File: src/rtl/rng_health_monitor.sv
// Online health monitor for a raw ring-oscillator entropy bit: repetition-count
// and adaptive-proportion tests gate a STARTUP/RUN/FAIL state machine.
module rng_health_monitor #(
  parameter int RCT_CUTOFF      = 32,
  parameter int APT_WINDOW      = 512,
  parameter int APT_CUTOFF      = 410,
  parameter int STARTUP_SAMPLES = 1024
) (
  input  logic clk,
  input  logic reset,
  input  logic raw_in,
  input  logic sample_en,
  input  logic fail_clear,
  output logic bit_out,
  output logic bit_valid,
  output logic health_ok,
  output logic rct_fail,
  output logic apt_fail
);

  localparam int RCT_W = $clog2(RCT_CUTOFF + 1);
  localparam int APT_W = $clog2(APT_CUTOFF + 1);
  localparam int POS_W = $clog2(APT_WINDOW + 1);
  localparam int SU_W  = $clog2(STARTUP_SAMPLES + 1);

  localparam logic [RCT_W-1:0] RCT_MAX  = RCT_W'(RCT_CUTOFF);
  localparam logic [APT_W-1:0] APT_MAX  = APT_W'(APT_CUTOFF);
  localparam logic [POS_W-1:0] POS_LAST = POS_W'(APT_WINDOW - 1);
  localparam logic [SU_W-1:0]  SU_DONE  = SU_W'(STARTUP_SAMPLES);

  typedef enum logic [1:0] {
    ST_STARTUP = 2'd0,
    ST_RUN     = 2'd1,
    ST_FAIL    = 2'd2
  } state_t;

  state_t r_state;
  state_t w_state_next;

  logic r_sync1;
  logic r_sync2;

  logic [RCT_W-1:0] r_rct_run;
  logic [RCT_W-1:0] w_rct_run_next;
  logic             r_rct_prev;

  logic [POS_W-1:0] r_apt_pos;
  logic [POS_W-1:0] w_apt_pos_next;
  logic [APT_W-1:0] r_apt_cnt;
  logic [APT_W-1:0] w_apt_cnt_next;
  logic             r_apt_ref;
  logic             w_apt_ref_next;

  logic [SU_W-1:0]  r_su_cnt;
  logic [SU_W-1:0]  w_su_cnt_next;

  logic r_rct_fail;
  logic r_apt_fail;
  logic r_bit_out;
  logic r_bit_valid;

  logic w_sample;
  logic w_take;
  logic w_clear;
  logic w_rct_hit;
  logic w_apt_hit;
  logic w_fail;
  logic w_su_done;
  logic w_emit;

  // Two-flop synchronizer: raw_in is asynchronous to clk.
  always_ff @(posedge clk) begin
    if (reset) begin
      r_sync1 <= 1'b0;
      r_sync2 <= 1'b0;
    end else begin
      r_sync1 <= raw_in;
      r_sync2 <= r_sync1;
    end
  end

  assign w_sample = r_sync2;
  assign w_take   = sample_en && (r_state != ST_FAIL);
  assign w_clear  = fail_clear && (r_state == ST_FAIL);

  // A zero run length marks the first sample since restart.
  always_comb begin
    w_rct_run_next = r_rct_run;
    if ((r_rct_run == '0) || (w_sample != r_rct_prev)) begin
      w_rct_run_next = RCT_W'(1);
    end else if (r_rct_run != RCT_MAX) begin
      w_rct_run_next = r_rct_run + RCT_W'(1);
    end
  end

  assign w_rct_hit = w_take && (w_rct_run_next == RCT_MAX);

  always_comb begin
    w_apt_cnt_next = r_apt_cnt;
    w_apt_ref_next = r_apt_ref;
    if (r_apt_pos == '0) begin
      w_apt_ref_next = w_sample;
      w_apt_cnt_next = APT_W'(1);
    end else if ((w_sample == r_apt_ref) && (r_apt_cnt != APT_MAX)) begin
      w_apt_cnt_next = r_apt_cnt + APT_W'(1);
    end
  end

  assign w_apt_pos_next = (r_apt_pos == POS_LAST) ? '0 : r_apt_pos + POS_W'(1);
  assign w_apt_hit      = w_take && (w_apt_cnt_next == APT_MAX);

  assign w_fail        = w_rct_hit || w_apt_hit;
  assign w_su_cnt_next = r_su_cnt + SU_W'(1);
  assign w_su_done     = (r_state == ST_STARTUP) && w_take && !w_fail &&
                         (w_su_cnt_next == SU_DONE);
  assign w_emit        = (r_state == ST_RUN) && w_take && !w_fail;

  always_ff @(posedge clk) begin
    if (reset) begin
      r_state <= ST_STARTUP;
    end else begin
      r_state <= w_state_next;
    end
  end

  always_comb begin
    w_state_next = r_state;
    case (r_state)
      ST_STARTUP: begin
        if (w_fail) begin
          w_state_next = ST_FAIL;
        end else if (w_su_done) begin
          w_state_next = ST_RUN;
        end
      end
      ST_RUN: begin
        if (w_fail) begin
          w_state_next = ST_FAIL;
        end
      end
      ST_FAIL: begin
        if (fail_clear) begin
          w_state_next = ST_STARTUP;
        end
      end
      default: w_state_next = ST_STARTUP;
    endcase
  end

  always_comb begin
    health_ok = 1'b0;
    if (r_state == ST_RUN) begin
      health_ok = 1'b1;
    end
  end

  // Test counters and sticky flags; fail_clear wipes them like a reset.
  always_ff @(posedge clk) begin
    if (reset || w_clear) begin
      r_rct_run  <= '0;
      r_rct_prev <= 1'b0;
      r_apt_pos  <= '0;
      r_apt_cnt  <= '0;
      r_apt_ref  <= 1'b0;
      r_su_cnt   <= '0;
      r_rct_fail <= 1'b0;
      r_apt_fail <= 1'b0;
    end else begin
      if (w_take) begin
        r_rct_run  <= w_rct_run_next;
        r_rct_prev <= w_sample;
        r_apt_pos  <= w_apt_pos_next;
        r_apt_cnt  <= w_apt_cnt_next;
        r_apt_ref  <= w_apt_ref_next;
        if (r_state == ST_STARTUP) begin
          r_su_cnt <= w_su_cnt_next;
        end
      end
      r_rct_fail <= r_rct_fail | w_rct_hit;
      r_apt_fail <= r_apt_fail | w_apt_hit;
    end
  end

  always_ff @(posedge clk) begin
    if (reset) begin
      r_bit_out   <= 1'b0;
      r_bit_valid <= 1'b0;
    end else begin
      r_bit_valid <= w_emit;
      if (w_emit) begin
        r_bit_out <= w_sample;
      end
    end
  end

  assign bit_out   = r_bit_out;
  assign bit_valid = r_bit_valid;
  assign rct_fail  = r_rct_fail;
  assign apt_fail  = r_apt_fail;

endmodule

File: config.mk
export PLATFORM = sky130hd
export DESIGN_NAME = rng_health_monitor
export DESIGN_NICKNAME = d
export VERILOG_FILES = /design/src/rtl/rng_health_monitor.sv
export SDC_FILE = /design/constraint.sdc
export NUM_CORES = 1
export LEC_CHECK = 0
export ABC_AREA = 0
export CORE_MARGIN = 4
export CORE_UTILIZATION = 40
export DETAILED_ROUTE_END_ITERATION = 8
export MAX_ROUTING_LAYER = met4
export SLEW_MARGIN = 5
export SYNTH_ARGS = -nofsm -noshare
export SYNTH_HDL_FRONTEND = slang
export SYNTH_SLANG_ARGS = --single-unit
File: constraint.sdc
create_clock -name clk -period 5.1 [get_ports clk]
set_clock_uncertainty 0.2 [all_clocks]
set_input_delay 0.765 -clock clk [delete_from_list [all_inputs] [get_ports clk]]
set_output_delay 0.765 -clock clk [all_outputs]
set_load 0.05 [all_outputs]
# After elaboration in Yosys (flattened, before gate mapping)
# Index checks and enable logic that the tools add are counted.
dict set report op_classes {
  n_addsub 4
  n_mul 0
  n_div 0
  n_lt_le_gt_ge 0
  n_eq_ne 14
  shifts 0
  n_mux 11
  bitwise 2
  reduce_logical 20
}
# cell n
set op_table {}
lappend op_table {{9-bit two-way mux} 2}
lappend op_table {{6-bit two-way mux} 2}
lappend op_table {{11-bit by 1-bit adder with 11-bit output (second input constant)} 1}
lappend op_table {{11-bit equality test (second input constant)} 1}
lappend op_table {{10-bit by 1-bit adder with 10-bit output (second input constant)} 1}
lappend op_table {{10-bit by 9-bit equality test with 1-bit output (second input constant)} 1}
lappend op_table {{1-bit logical AND} 10}
lappend op_table {{10-bit logical NOT} 1}
lappend op_table {{10-bit two-way mux} 1}
lappend op_table {{9-bit by 1-bit adder with 9-bit output (second input constant)} 1}
lappend op_table {{9-bit equality test (second input constant)} 1}
lappend op_table {{9-bit != test (second input constant)} 1}
lappend op_table {{2-bit two-way mux} 4}
lappend op_table {{6-bit by 1-bit adder with 6-bit output (second input constant)} 1}
lappend op_table {{6-bit equality test (second input constant)} 1}
lappend op_table {{6-bit logical NOT} 1}
lappend op_table {{2-bit != test (second input constant)} 3}
lappend op_table {{6-bit != test (second input constant)} 1}
lappend op_table {{2-bit case mux with 3 select lines} 1}
lappend op_table {{2-bit AND reduction} 2}
lappend op_table {{1-bit logical OR} 3}
lappend op_table {{3-bit != test (second input constant)} 1}
lappend op_table {{3-bit AND reduction} 1}
lappend op_table {{2-bit by 1-bit equality test with 1-bit output (second input constant)} 1}
lappend op_table {{7 further kinds} 8}
dict set report totals {
  register_bits 46
  latch_bits 0
  mem_bits_rw 0
  rom_bits 0
  output_inout_bits 5
  n_memories 0
}

# Longest topological paths before layout
# Gate-level depths: netlist (run 1).
dict set report logic_depth {
  depth_word 13
  mapped_depth 9
  ltp_nobuf 9
}

# Least setup slack after synthesis (run 1)
# No wires, ideal clock.
dict set report synth_path {
  path_kind {input to register}
  from {in sample_en}
  to {reg r_su_cnt[9]}
  arrival_ns 1.900
  t_required_ns 4.772
  setup_slack_ns 2.873
  stages 5
  cell_sequence {nor3b_2 -> nand2_1 -> or4_1 -> xor2_1 -> nor2_1}
}
dict set report synth_via {
  elab_chain_cells 2
}
# element line_no
set synth_lines {}
lappend synth_lines {{start: declaration} 12} ;# input logic sample_en,
lappend synth_lines {{1-bit logical AND} 83} ;# assign w_take = sample_en && (r_state != ST_FAIL);
lappend synth_lines {{2-bit AND reduction (no source line)} n/a}
lappend synth_lines {{end signal: assignment} 176} ;# r_su_cnt <= w_su_cnt_next;
lappend synth_lines {{end: declaration} 54} ;# logic [SU_W-1:0] r_su_cnt;
# Every way passes these cells.
# A chain may end at the register's enable or synchronous reset.

# Worst setup path in the final report (run 1)
dict set report layout_path {
  from {in sample_en}
  to {reg r_state[1]}
}
dict set report layout_via {
  elab_chain_cells 8
}
# element line_no
set layout_lines {}
lappend layout_lines {{1-bit logical AND (*)} 83}
lappend layout_lines {{1-bit logical AND (on tied branches)} {96, 110}}
lappend layout_lines {{1-bit logical OR} 112} ;# assign w_fail = w_rct_hit || w_apt_hit;
lappend layout_lines {{1-bit logical NOT} 114} ;# assign w_su_done = (r_state == ST_STARTUP) && w_take && !w_fail &&
lappend layout_lines {{1-bit logical AND (2 in series)} 114}
lappend layout_lines {{3-bit != test (no source line)} n/a}
lappend layout_lines {{3-bit AND reduction (no source line)} n/a}
lappend layout_lines {{end signal: assignment} 122} ;# r_state <= w_state_next;
lappend layout_lines {{end: declaration} 37} ;# state_t r_state;
# Mark *: on every way between the ends. The rest lies on a longest branch, timed or not.

==> flow_metrics.py, run 1 <==
metrics = {
    "outcome": {
        "status": "complete, no violations",
    },
    "synth": {
        "yosysUniqueCellTypes": 51,
        "ys.flop_type": "dfxtp_1",
        "synth_area_um2": 2580,
        "syn_inst": 312,
        "yosysTopAreaCell": "dfxtp_1",
        "synthesis.area_per_instance_um2": 8.26,
        "synth-warning-count": 0,
        "synthArstFlopShare_pct": 0,
        "synth_fp_nets": 325,
        "synth_edf_count": 0,
        "synth_seq_area_share_pct": 35.7,
        "synth_area_leaders": "dfxtp_1, nor2_1, xnor2_1",
        "ys_seq_elements": 46,
        "yosysTopAreaCellShare_pct": 35.7,
    },
    "clock_tree": {
        "cts_made_buffers": 5,
        "cts_tree": "built",
        "ctsRootBufferMaster": "clkbuf_8",
        "clock_path_buffers": 2,
        "clock-sinks": 46,
        "clk_latency_ps": 300,
        "cts_setup_buffers": 0,
        "postCtsResizedCells": 0,
        "clkSlewWorstSetupHoldPaths_ps": 90,
        "cts_htree_levels": 2,
        "cts_hold_buf": 0,
    },
    "worst_setup_path": {
        "crit_required_ps": 5150,
        "critPathLaunchType": "primary input",
        "rrSetupSlack_ps": 2460,
        "worst_r2r_endpoint": "r_state[1]",
        "timing.rr.start": "r_state[0]",
        "crit_type": "in -> reg",
        "crit_path_end": "r_state[1]",
        "crit_fanout": 16,
        "critPathCaptureType": "register",
        "cp.arrival_ps": 3040,
        "startpoint": "sample_en",
        "reg2reg_depth": 7,
    },
    "placed_design": {
        "port_buffers": 9,
        "placed_cell_area_um2": 2690,
        "hpwl_um": 3410,
        "gp_congestion": 0.847,
    },
    "sta": {
        "hold_violations": 0,
        "tightest_slew_ps": 715,
        "fin_setup_tns_ps": 0,
        "slew_violations": 0,
        "period_share_pct": 58.5,
        "max_freq_mhz": 335,
        "rsz0062_at_grt": "no",
        "min_period_ps": 2980,
        "setup_viol": 0,
        "timing.slew.headroom_pct": 52.3,
    },
    "global_route": {
        "antenna_found_initial": 0,
        "grt_pass1_vias": 1969,
        "grt_overflow": 0,
        "grt_first_pass_wirelength_um": 8820,
        "grt_max_degree": 35,
        "grt_usage_pct": 14.5,
    },
    "floorplan": {
        "row_count": 28,
        "start_util_pct": 42.3,
        "fp.dieW_um": 88.3,
        "die_y_um": 88.3,
        "dieArea_um2": 7790,
        "ios": 10,
        "core_um2": 6100,
    },
    "drt": {
        "vias": 2102,
        "wl_per_cell_um": 12.8,
        "drc": 0,
        "via_per_inst": 5.40,
        "drt_iter0_drc": 124,
        "ant_nets": 0,
        "drt_pass1_iterations": 4,
        "wirelength_um": 4990,
    },
    "power_and_ir_drop": {
        "finalPower_mw": 0.649,
        "p_leak_nw": 0.928,
        "vdd_drop_max_mv": 0.150,
        "power.density_nw_per_um2": 234,
    },
    "layout": {
        "area_growth_pct": 7.43,
        "final_util_pct": 45.4,
        "fin_nets": 327,
        "fin_area_um2": 2770,
        "drive_gt1_share_pct": 7.96,
        "diodes": 0,
    },
    "worst_hold_path": {
        "min_path_type": "reg -> reg",
    },
    "flow_run": {
        "max_cap_violations": 0,
    },
}
sequential cells by signal, indices dropped and copies added, names as in the netlist:
register	flops
r_rct_run	6
r_state	2
bit_valid	1
apt_fail	1
r_su_cnt	11
r_sync1	1
r_apt_pos	10
r_rct_prev	1
rct_fail	1
r_apt_cnt	9
r_sync2	1
bit_out	1
r_apt_ref	1
layout by cell type (no fill, tap or decap), types with 2 or more instances in the layout:
master           instances
a31oi_1                  5
nor2b_1                  4
a22oi_1                  4
nor3_2                   2
xor2_1                  13
ha_1                     8
xnor2_1                 14
a31o_2                   2
and2_1                   2
a211oi_1                 3
nand4b_1                 2
nand3_2                  2
nand2b_1                 4
o21ai_0                 12
o211ai_1                 2
clkbuf_8                 5
nor4_1                   4
nor3_1                  12
clkdlybuf4s50_1          9
nand4_1                 13
nor2_1                  46
inv_1                   13
or3_1                    2
a21oi_1                 18
and3_1                   3
dfxtp_1                 46
and4b_1                  2
nand2_1                 26
or3_4                    2
nand3_1                 10
mux2i_1                  3
power by group:
part           switching (mW)  internal, mW  leakage, nW
Clock                   0.123        0.0942       0.0373
Sequential            0.00946         0.365        0.372
Combinational          0.0356        0.0208        0.518
Total                   0.169         0.480        0.928
critical path: stages:
cell and delay (ps):
clkdlybuf4s50_1 510, nand2_1 360, nor2_1 620, nand3_1 170
a211oi_2 260, or3_1 190, and3b_1 160
per-layer routing:
layer,up-vias,global-route usage [%],part of all wire (%)
met5,-,-,0
met4,0,5.49,1.6
met3,7,2.61,2.2
met2,22,23.9,47
met1,981,17.5,49
li1,1092,-,-
logic make-up (layout without fill, tap and decap cells):
group	count (synthesis)	after routing	share of synthesized area (%)
AOI/OAI and AO/OA	53	53	14.0
xor gates and xnor gates	28	28	10.2
adders and majority gates	8	8	3.89
and+or+nand+nor	146	146	29.8
muxes	3	3	1.17
DFF	46	46	35.7
buffers and inverters	28	30	5.15
stage by stage:
step,setup WS [ps],hold slack (ps),std cells
CTS,2110,245,389
global route,1870,258,389
detailed placement,1790,224,382
floorplan,2870,214,312
finish,2120,239,389
global placement,1890,237,382
how the worst min path moves through the flow:
stage	startpoint	cells after the start	end	slack, ps
4_1_cts	r_sync1	1	r_sync2	240
6_report	r_sync1	1	r_sync2	240
3_3_place_gp	r_sync1	1	r_sync2	240
3_5_place_dp	r_sync1	1	r_sync2	220
2_1_floorplan	r_sync1	1	r_sync2	210
5_1_grt	r_sync1	1	r_sync2	260
final cells by class:
class,instances,area (um2)
Timing Repair Buffer,10,97.6
Clock inverter,1,7.51
Multi-Input combinational cell,238,1530
Fill cell,629,3330
Clock buffer,6,72.6
Inverter,13,48.8
Sequential cell,46,921
Tap cell,75,93.8
cells in the mapped netlist (2+ instances only):
cell type   n
dfxtp_1    46
nand2b_1    4
nor3_2      2
a22oi_1     4
and3_1      3
or3_1       2
nand4b_1    2
clkbuf_1   10
o211ai_1    2
and2_1      2
and4b_1     2
a21oi_1    18
nor2b_1     4
xnor2_1    14
a31oi_1     5
nor2_1     46
xor2_1     13
mux2i_1     3
nand3_1    10
buf_6       3
nand3_2     2
ha_1        8
nor4_1      4
a211oi_1    3
or3_4       2
o21ai_0    12
nand4_1    13
nand2_1    26
nor3_1     12
a31o_2      2
inv_1      13
Note: power is estimated with default switching activity, not from simulation.
==> inputs of run 2 (changes only) <==
==> constraint.sdc (replaced) <==
create_clock -name clk -period 2.95 [get_ports clk]
set_clock_uncertainty 0.2 [all_clocks]
set_input_delay 0.4425 -clock clk [delete_from_list [all_inputs] [get_ports clk]]
set_output_delay 0.4425 -clock clk [all_outputs]
set_load 0.05 [all_outputs]
==> run 2 against run 1 <==
Compared with the run above:
- critical path depth up 2
- die area unchanged
- count of clock-buffer cells in the layout unchanged
- via count up 0.43%
- combinational power up 93%
- clock power up 85%
- non-clock buffer count up 7
- register-to-register slack worse by 2000 ps
- global-route usage up 0.42 points
- utilization up 1.1 points
- worst setup slack worse by 1600 ps
- critical path type is now reg -> reg
==> flow_metrics.py, run 2 (same netlist as run 1, synthesis figures left out) <==
metrics = {
    "layout": {
        "area_growth_pct": 10.1,
        "largest_reg_flops": 11,
        "nFillCells": 617,
        "diodes": 0,
        "drive_gt1_share_pct": 10.6,
        "final_cell_mix": "nor2_1, dfxtp_1, nand2_1",
        "fin_area_um2": 2840,
        "top_regs": "r_su_cnt x11, r_apt_pos x10, r_apt_cnt x9",
        "largest-register": "r_su_cnt",
        "fin_nets": 334,
    },
    "placed_design": {
        "gp_congestion": 0.873,
        "port_buffers": 9,
        "hpwl_um": 3640,
        "placed_cell_area_um2": 2740,
    },
    "sta": {
        "slew_violations": 0,
        "period_share_pct": 83.3,
        "hold_violations": 0,
        "tightest_slew_ps": 545,
        "min_period_ps": 2460,
        "timing.slew.headroom_pct": 63.6,
        "fin_setup_tns_ps": 0,
        "rsz0062_at_grt": "no",
        "setup_viol": 0,
        "max_freq_mhz": 407,
    },
    "drt": {
        "drc": 0,
        "vias": 2111,
        "wirelength_um": 5050,
        "ant_nets": 0,
        "wl_per_cell_um": 12.7,
        "via_per_inst": 5.32,
        "drt_pass1_iterations": 4,
        "drt_iter0_drc": 92,
    },
    "floorplan": {
        "fp.dieW_um": 88.3,
        "dieArea_um2": 7790,
        "row_count": 28,
        "core_um2": 6100,
        "start_util_pct": 42.3,
        "ios": 10,
        "die_y_um": 88.3,
    },
    "power_and_ir_drop": {
        "p_leak_nw": 0.971,
        "power.density_nw_per_um2": 409,
        "vdd_drop_max_mv": 0.274,
    },
    "global_route": {
        "antenna_found_initial": 0,
        "grt_overflow": 0,
        "grt_max_degree": 21,
        "grt_pass1_vias": 1982,
        "grt_usage_pct": 14.9,
        "grt_first_pass_wirelength_um": 9090,
    },
    "worst_setup_path": {
        "critPathCaptureType": "register",
        "critPathSlowestCell": "dfxtp_1",
        "crit_chain": "inv_1, ha_1, and4b_1, a31oi_2, mux2i_1, nand3_1, a211oi_2, or3_1, and3b_1",
        "reg2reg_depth": 9,
        "crit_type": "reg -> reg",
        "critPathLaunchType": "register",
        "crit_fanout": 5,
        "crit_required_ps": 2990,
        "max_stage_delay_ps": 420,
        "cp.arrival_ps": 2500,
    },
    "clock_tree": {
        "clkSlewWorstSetupHoldPaths_ps": 90,
        "cts_made_buffers": 5,
        "cts_tree": "built",
        "postCtsResizedCells": 0,
        "ctsRootBufferMaster": "clkbuf_8",
        "clk_latency_ps": 290,
        "clock_path_buffers": 2,
        "cts_htree_levels": 2,
        "clock-sinks": 46,
        "cts_hold_buf": 0,
        "cts_setup_buffers": 0,
    },
    "outcome": {
        "status": "complete, no violations",
    },
    "worst_hold_path": {
        "min_path_type": "reg -> reg",
        "hold_depth": 1,
    },
    "flow_run": {
        "max_cap_violations": 0,
    },
}
## run 2: cell count changes in the layout (fill, tap and decap cells not counted)
cell | previous run | this run
clkbuf_8 | 5 | 6
buf_4 | 1 | 8
clkbuf_1 | 1 | 0
clkinv_2 | 0 | 1
## run 2: stage by stage
stage               util [%]  hold WS [ps]  std cells  total power, mW  setup WS [ps]
CTS                     46.5           256        397             1.18            487
global placement        45.0           250        389            0.771            544
floorplan                  -           214        312            0.738            788
global route            46.5           283        397             1.22            304
finish                  46.5           255        397             1.16            493
detailed placement      45.0           238        389            0.772            522
## run 2: cell type report
type,instances,area [um2],area share (%)
clock inverter,2,12.5,0.441
sequential,46,921,32.5
multi-input combinational,238,1530,53.8
clock buffer,6,82.6,2.91
inverter,13,48.8,1.72
tap,75,93.8,3.31
timing repair buffer,17,150,5.30
## run 2: path summary, 6_finish.rpt
kind / startpoint / to / slack [ps]
min: r_sync1 / r_sync2 / 250
max reg2reg: r_apt_cnt[0] / r_state[1] / 490
max: r_apt_cnt[0] / r_state[1] / 490
min reg2reg: r_sync1 / r_sync2 / 250
## run 2: report_power, final
| part | leakage (nW) | total, mW | switching [mW] | internal (mW) |
|---|---|---|---|---|
| registers | 0.372 | 0.648 | 0.0169 | 0.632 |
| clock network | 0.0472 | 0.403 | 0.215 | 0.189 |
| logic | 0.551 | 0.109 | 0.0636 | 0.0453 |
## run 2: worst max-delay path: cells and delay by family (launching register included)
family          cells  cell delay, ps
simple gates        4             680
compound gates      2             530
flops               1             420
fa+ha+maj           1             230
mux                 1             230
buf+inv             1             100
## run 2: layer usage
metal	global-route usage, %	share of wire (%)
met5	-	0
met4	3.98	0.71
met3	3.07	2.2
met2	23.9	48
met1	19.2	50
